$ cat src/rtl/arb_pkg.sv
// arb_pkg: shared types and helpers for the round-robin arbitration stages.
package arb_pkg;

    typedef enum logic {IDLE, LOCKED} arb_state_t;

    // Compare-based wrap so non-power-of-2 port counts rotate correctly.
    function automatic int rr_next(input int idx, input int n);
        return (idx == n - 1) ? 0 : idx + 1;
    endfunction

endpackage

$ cat src/rtl/grant_lock_timer.sv
// hold_timer: saturating hold counter that flags when a grant reaches its hold limit.
module hold_timer #(
    parameter int max_hold = 8
) (
    input  logic clk,
    input  logic reset_n,
    input  logic clear,
    input  logic enable,
    output logic expired
);

    localparam int cw = (max_hold < 1) ? 1 : $clog2(max_hold + 1);
    localparam logic [cw-1:0] last = cw'((max_hold == 0) ? 0 : max_hold - 1);

    logic [cw-1:0] count;

    always_ff @(posedge clk) begin
        if (!reset_n || clear)
            count <= '0;
        else if (enable && count != last)
            count <= count + 1'b1;
    end

    // A zero limit disables the watchdog entirely.
    assign expired = (max_hold != 0) && (count == last);

endmodule

$ cat src/rtl/grant_lock.sv
// grant_lock: registered grant stage that locks the arbiter winner and
// advances the round-robin pointer past it when the grant ends.
module grant_lock
    import arb_pkg::*;
#(
    parameter int number_ports = 4,
    parameter int max_hold     = 8
) (
    input  logic                            clk,
    input  logic                            reset_n,
    input  logic [number_ports-1:0]         request,
    input  logic [$clog2(number_ports)-1:0] chosen,
    input  logic                            given,
    input  logic                            release_grant,
    output logic [$clog2(number_ports)-1:0] pointer,
    output logic                            grant_valid,
    output logic [$clog2(number_ports)-1:0] grant_idx,
    output logic [number_ports-1:0]         grant_onehot,
    output logic                            timeout
);

    localparam int w = $clog2(number_ports);

    arb_state_t state, state_next;
    logic accept, rel_hit, expired, end_grant;

    assign accept    = given && (int'(chosen) < number_ports) && request[chosen];
    assign rel_hit   = release_grant || !request[grant_idx];
    assign end_grant = rel_hit || expired;

    hold_timer #(.max_hold(max_hold)) u_timer (
        .clk     (clk),
        .reset_n (reset_n),
        .clear   (state == IDLE),
        .enable  (state == LOCKED),
        .expired (expired)
    );

    always_ff @(posedge clk) begin
        if (!reset_n) begin
            state     <= IDLE;
            pointer   <= '0;
            grant_idx <= '0;
            timeout   <= 1'b0;
        end else begin
            state   <= state_next;
            // Release and request drop take reporting priority over the watchdog.
            timeout <= (state == LOCKED) && !rel_hit && expired;
            if (state == IDLE && accept)
                grant_idx <= chosen;
            else if (state == LOCKED && end_grant) begin
                grant_idx <= '0;
                pointer   <= w'(rr_next(int'(grant_idx), number_ports));
            end
        end
    end

    always_comb begin
        state_next = (state == IDLE) ? (accept ? LOCKED : IDLE) : (end_grant ? IDLE : LOCKED);
    end

    always_comb begin
        grant_valid  = (state == LOCKED);
        grant_onehot = grant_valid ? (number_ports'(1) << grant_idx) : '0;
    end

endmodule
$ cat config.mk
export PLATFORM = sky130hd
export DESIGN_NAME = grant_lock
export DESIGN_NICKNAME = d
export VERILOG_FILES = /design/src/rtl/arb_pkg.sv /design/src/rtl/grant_lock_timer.sv /design/src/rtl/grant_lock.sv
export SDC_FILE = /design/constraint.sdc
export NUM_CORES = 1
export LEC_CHECK = 0
export ABC_CLOCK_PERIOD_IN_PS = 1400
export BUFFER_PORTS_ARGS = -buffer_cell sky130_fd_sc_hd__buf_2
export CORE_MARGIN = 1.5
export CORE_UTILIZATION = 35
export CTS_BUF_LIST = sky130_fd_sc_hd__clkbuf_2 sky130_fd_sc_hd__clkbuf_4 sky130_fd_sc_hd__clkbuf_8
export DETAILED_ROUTE_END_ITERATION = 10
export PLACE_DENSITY_LB_ADDON = 0.3
export REMOVE_ABC_BUFFERS = 1
export SYNTH_ARGS = -nofsm -noshare
export SYNTH_HDL_FRONTEND = slang
export SYNTH_SLANG_ARGS = --single-unit
$ cat constraint.sdc
create_clock -name clk -period 1.4 [get_ports clk]
set_input_delay 0.28 -clock clk [delete_from_list [all_inputs] [get_ports clk]]
set_output_delay 0.28 -clock clk [all_outputs]
set_load 0.05 [all_outputs]
==> summary.txt <==
Power
  – NetSw: 0.2064 mW
  – P_leak: 0.4117 nW
  – Reg power frac: 44.8%
  – Clock power frac: 28.1%
  – Comb power frac: 27.1%
  – Internal power: 0.4765 mW
  – VDD IR-drop max: 0.5001 mV
  – PD cells: 722.9 nW/um^2
  – Switching part of the total: 30.22%

Clock tree
  – Clock-pin slew of the registers on the worst-case setup and hold paths: 60 ps
  – Number of hold buffers added after CTS: 0
  – Clock root buffer master: clkbuf_4
  – TritonCTS Sinks: 10
  – CTS tree: done
  – CTS buffer count: 3
  – Skew-Pair Late Insertion Delay: 260 ps
  – Clk buf depth: 2
  – H-tree levels: 1

STA
  – Post-Route Skew: 6.477 ps
  – RSZ-0062 raised after global routing: yes
  – Relative slew slack: 81.54%
  – Final Slew Violations: 0
  – Setup violators final: 8
  – Final hold violations: 0
  – Slew @ Worst Pin: 276.1 ps
  – Tmin final: 1513 ps
  – Min setup slack post-route: -113.3 ps
  – Setup TNS: -489.4 ps
  – Final cycle utilization of the critical path: 108.1%
  – FMAX: 660.8 MHz

Global route
  – Vias in the first global route: 543
  – Gr usage total: 15.69%
  – Largest net degree at the start of global routing: 12
  – Remaining Overflow, GRT: 0
  – First-pass GRT wire length: 2.270 mm
  – Initial antenna violation count: 0

Synth
  – Ys Warns: 0
  – Cell variety after synth: 23
  – Synthesis-stage register bit count: 10
  – Syn Inst Count: 62
  – Post-synthesis cell area: 604.3 um^2
  – Register area share after synthesis: 33.13%
  – Top-area cell type share of the netlist area: 33.13%
  – Synth area leader: dfxtp_1
  – Top cells by area, synth: dfxtp_1 33%, ha_1 10%, mux2i_1 8.3%, mux4_2 7.5%, nand2_1 5.6%
  – Post-synthesis area per instance: 9.747 um^2

Die
  – Die Width: 44.56 um
  – Die ar.: 1985 um^2
  – Core Area: 1559 um^2
  – Initial core utilization: 38.76%
  – Die Y: 44.56 um
  – # rows: 14
  – I/O Pins: 20

Drt
  – Total Wirelength: 1.392 mm
  – WL per Instance: 12.65 um
  – Uppermost layer routed: met3
  – Initial drt markers: 5
  – Final ANT Viol Nets: 0
  – Residual DRC: 3
  – 1st-pass router iterations: 7
  – Via/cell ratio: 5.227
  – DR WL met2: 714 um
  – WL met1: 570 um
  – Vias: 575
  – Met3 wire length: 107 um

Place
  – PortBufs: 19
  – Dpl hpwl: 1.047 mm
  – Placed cells: 104
  – RD Place Congestion: 0.7021

Finish
  – Syn-to-layout area delta: 56.31%
  – Area of the multi-input gates: 447.9 um^2
  – FF+latch area: 206.4 um^2
  – Ant diodes: 0
  – Layout cells sized above 1: 57.45%
  – Total Nets Final: 111
  – Non-filler cells, final: 110
  – FILL cells: 135
  – Final Util: 60.59%

Critical path
  – Critical Path Start Type: register
  – Reg2Reg Setup Slack: -60 ps
  – Nature of the critical path endpoint: output port
  – CP required: 1120 ps
  – CP arrival: 1230 ps
  – Critical path type: register to output port
  – Maximum fanout along the worst path: 7

Job
  – Max cap viols: 0

Hold path
  – Hold crit path type: input port to register

Outcome
  – Failing checks: DRC, setup timing
  – Status: complete, but fails checks
-- worst max-delay path: stages (launching register included) --
cell and delay [ps]:
dfxtp_2 350, buf_6 150, inv_6 50, ha_4 140, and2_4 150, buf_8 140
-- cell families (layout without fill, tap and decap cells) --
family	count (synthesis)	count (layout)	synth area share (%)
AND/OR/NAND/NOR	25	25	21.33
flip-flops	10	10	33.13
AO/OA/AOI/OAI	8	8	13.05
multiplexers	8	8	17.60
adder cells (fa/ha/maj)	5	5	10.35
buffers and inverters	5	37	3.104
XOR/XNOR	1	1	1.450
-- sequential cells by signal (all words and copies together), names as in the netlist --
signal / flops
pointer: 2
timeout: 1
grant_idx: 2
u_timer.count: 4
grant_valid: 1
-- power by group through the flow --
stage | sequential (mW) | combinational, mW | clock [mW]
floorplan | 0.337 | 0.0672 | 0
global placement | 0.310 | 0.149 | 0
detailed placement | 0.310 | 0.152 | 0
CTS | 0.304 | 0.178 | 0.206
global route | 0.307 | 0.199 | 0.212
finish | 0.306 | 0.185 | 0.192
-- cell usage in the layout (no fill, tap or decap), drive strengths merged --
cell    Yosys  final
mux2i       5      5
nand2       9      9
dfxtp      10     10
buf         0     29
nor2        5      5
o22ai       1      1
nand4       1      1
nand3b      1      1
o32ai       1      1
nor2b       1      1
a21boi      1      1
mux2        1      1
and2        5      5
xnor2       1      1
nand3       2      2
mux4        2      2
a21o        1      1
ha          5      5
clkbuf      1      4
a31oi       3      3
nor4b       1      1
inv         4      4
o211ai      1      1
-- per-layer routing --
metal  up-vias  GRT usage [%]
met1       266          17.66
met5         -              0
met3         0          10.20
li1        286              -
met2        23          26.09
met4         0         0.6061
-- final timing paths --
| kind | startpoint | to | depth (start not counted) |
|---|---|---|---|
| worst max-delay path | grant_idx[0]$_SDFFE_PN0P_ | grant_onehot[2] | 5 |
| worst min-delay path | release_grant | timeout$_SDFF_PN0_ | 2 |
| worst max register to register | grant_idx[0]$_SDFFE_PN0P_ | pointer[0]$_SDFFE_PN0P_ | 4 |
| worst min register to register | pointer[0]$_SDFFE_PN0P_ | pointer[0]$_SDFFE_PN0P_ | 2 |
-- synthesized netlist by cell type --
master	instances
clkbuf_1	1
mux2_2	1
o22ai_1	1
a31oi_4	1
nand4_1	1
inv_1	4
a21boi_1	1
nand3b_1	1
a31oi_1	2
nand2_1	9
nor4b_2	1
xnor2_1	1
and2_1	5
nand3_1	2
a21o_1	1
o211ai_1	1
nor2_1	5
ha_1	5
mux2i_1	5
dfxtp_1	10
o32ai_2	1
mux4_2	2
nor2b_1	1
-- through the flow --
step | cell area [um^2] | setup WS, ps | hold slack [ps] | power, mW
final | 944.7 | -113.3 | 200.9 | 0.6829
after floorplan | 600.6 | -451.0 | 351.4 | 0.4047
after detailed placement | 775.7 | -35.24 | 456.0 | 0.4621
after global routing | 944.7 | -150.0 | 186.6 | 0.7181
after CTS | 909.6 | -88.55 | 192.8 | 0.6871
after global placement | 775.7 | -32.62 | 450.3 | 0.4591
-- final cells by class --
| type | count | share of cell area [%] |
|---|---|---|
| well taps | 16 | 2.119 |
| flip-flops and latches | 10 | 21.85 |
| repair buffers | 30 | 24.11 |
| inverters | 4 | 2.119 |
| clock buffers | 3 | 2.384 |
| multi-input cells | 47 | 47.42 |
-- repair_timing --
item                                    4_1_cts  5_1_grt
buffers inserted                              2        1
endpoints found under the setup margin        7       10
gates resized for setup                      30        6
pin swaps                                     3        2
cloned                                        0        0
No activity file was read; power rests on OpenSTA's default activity.
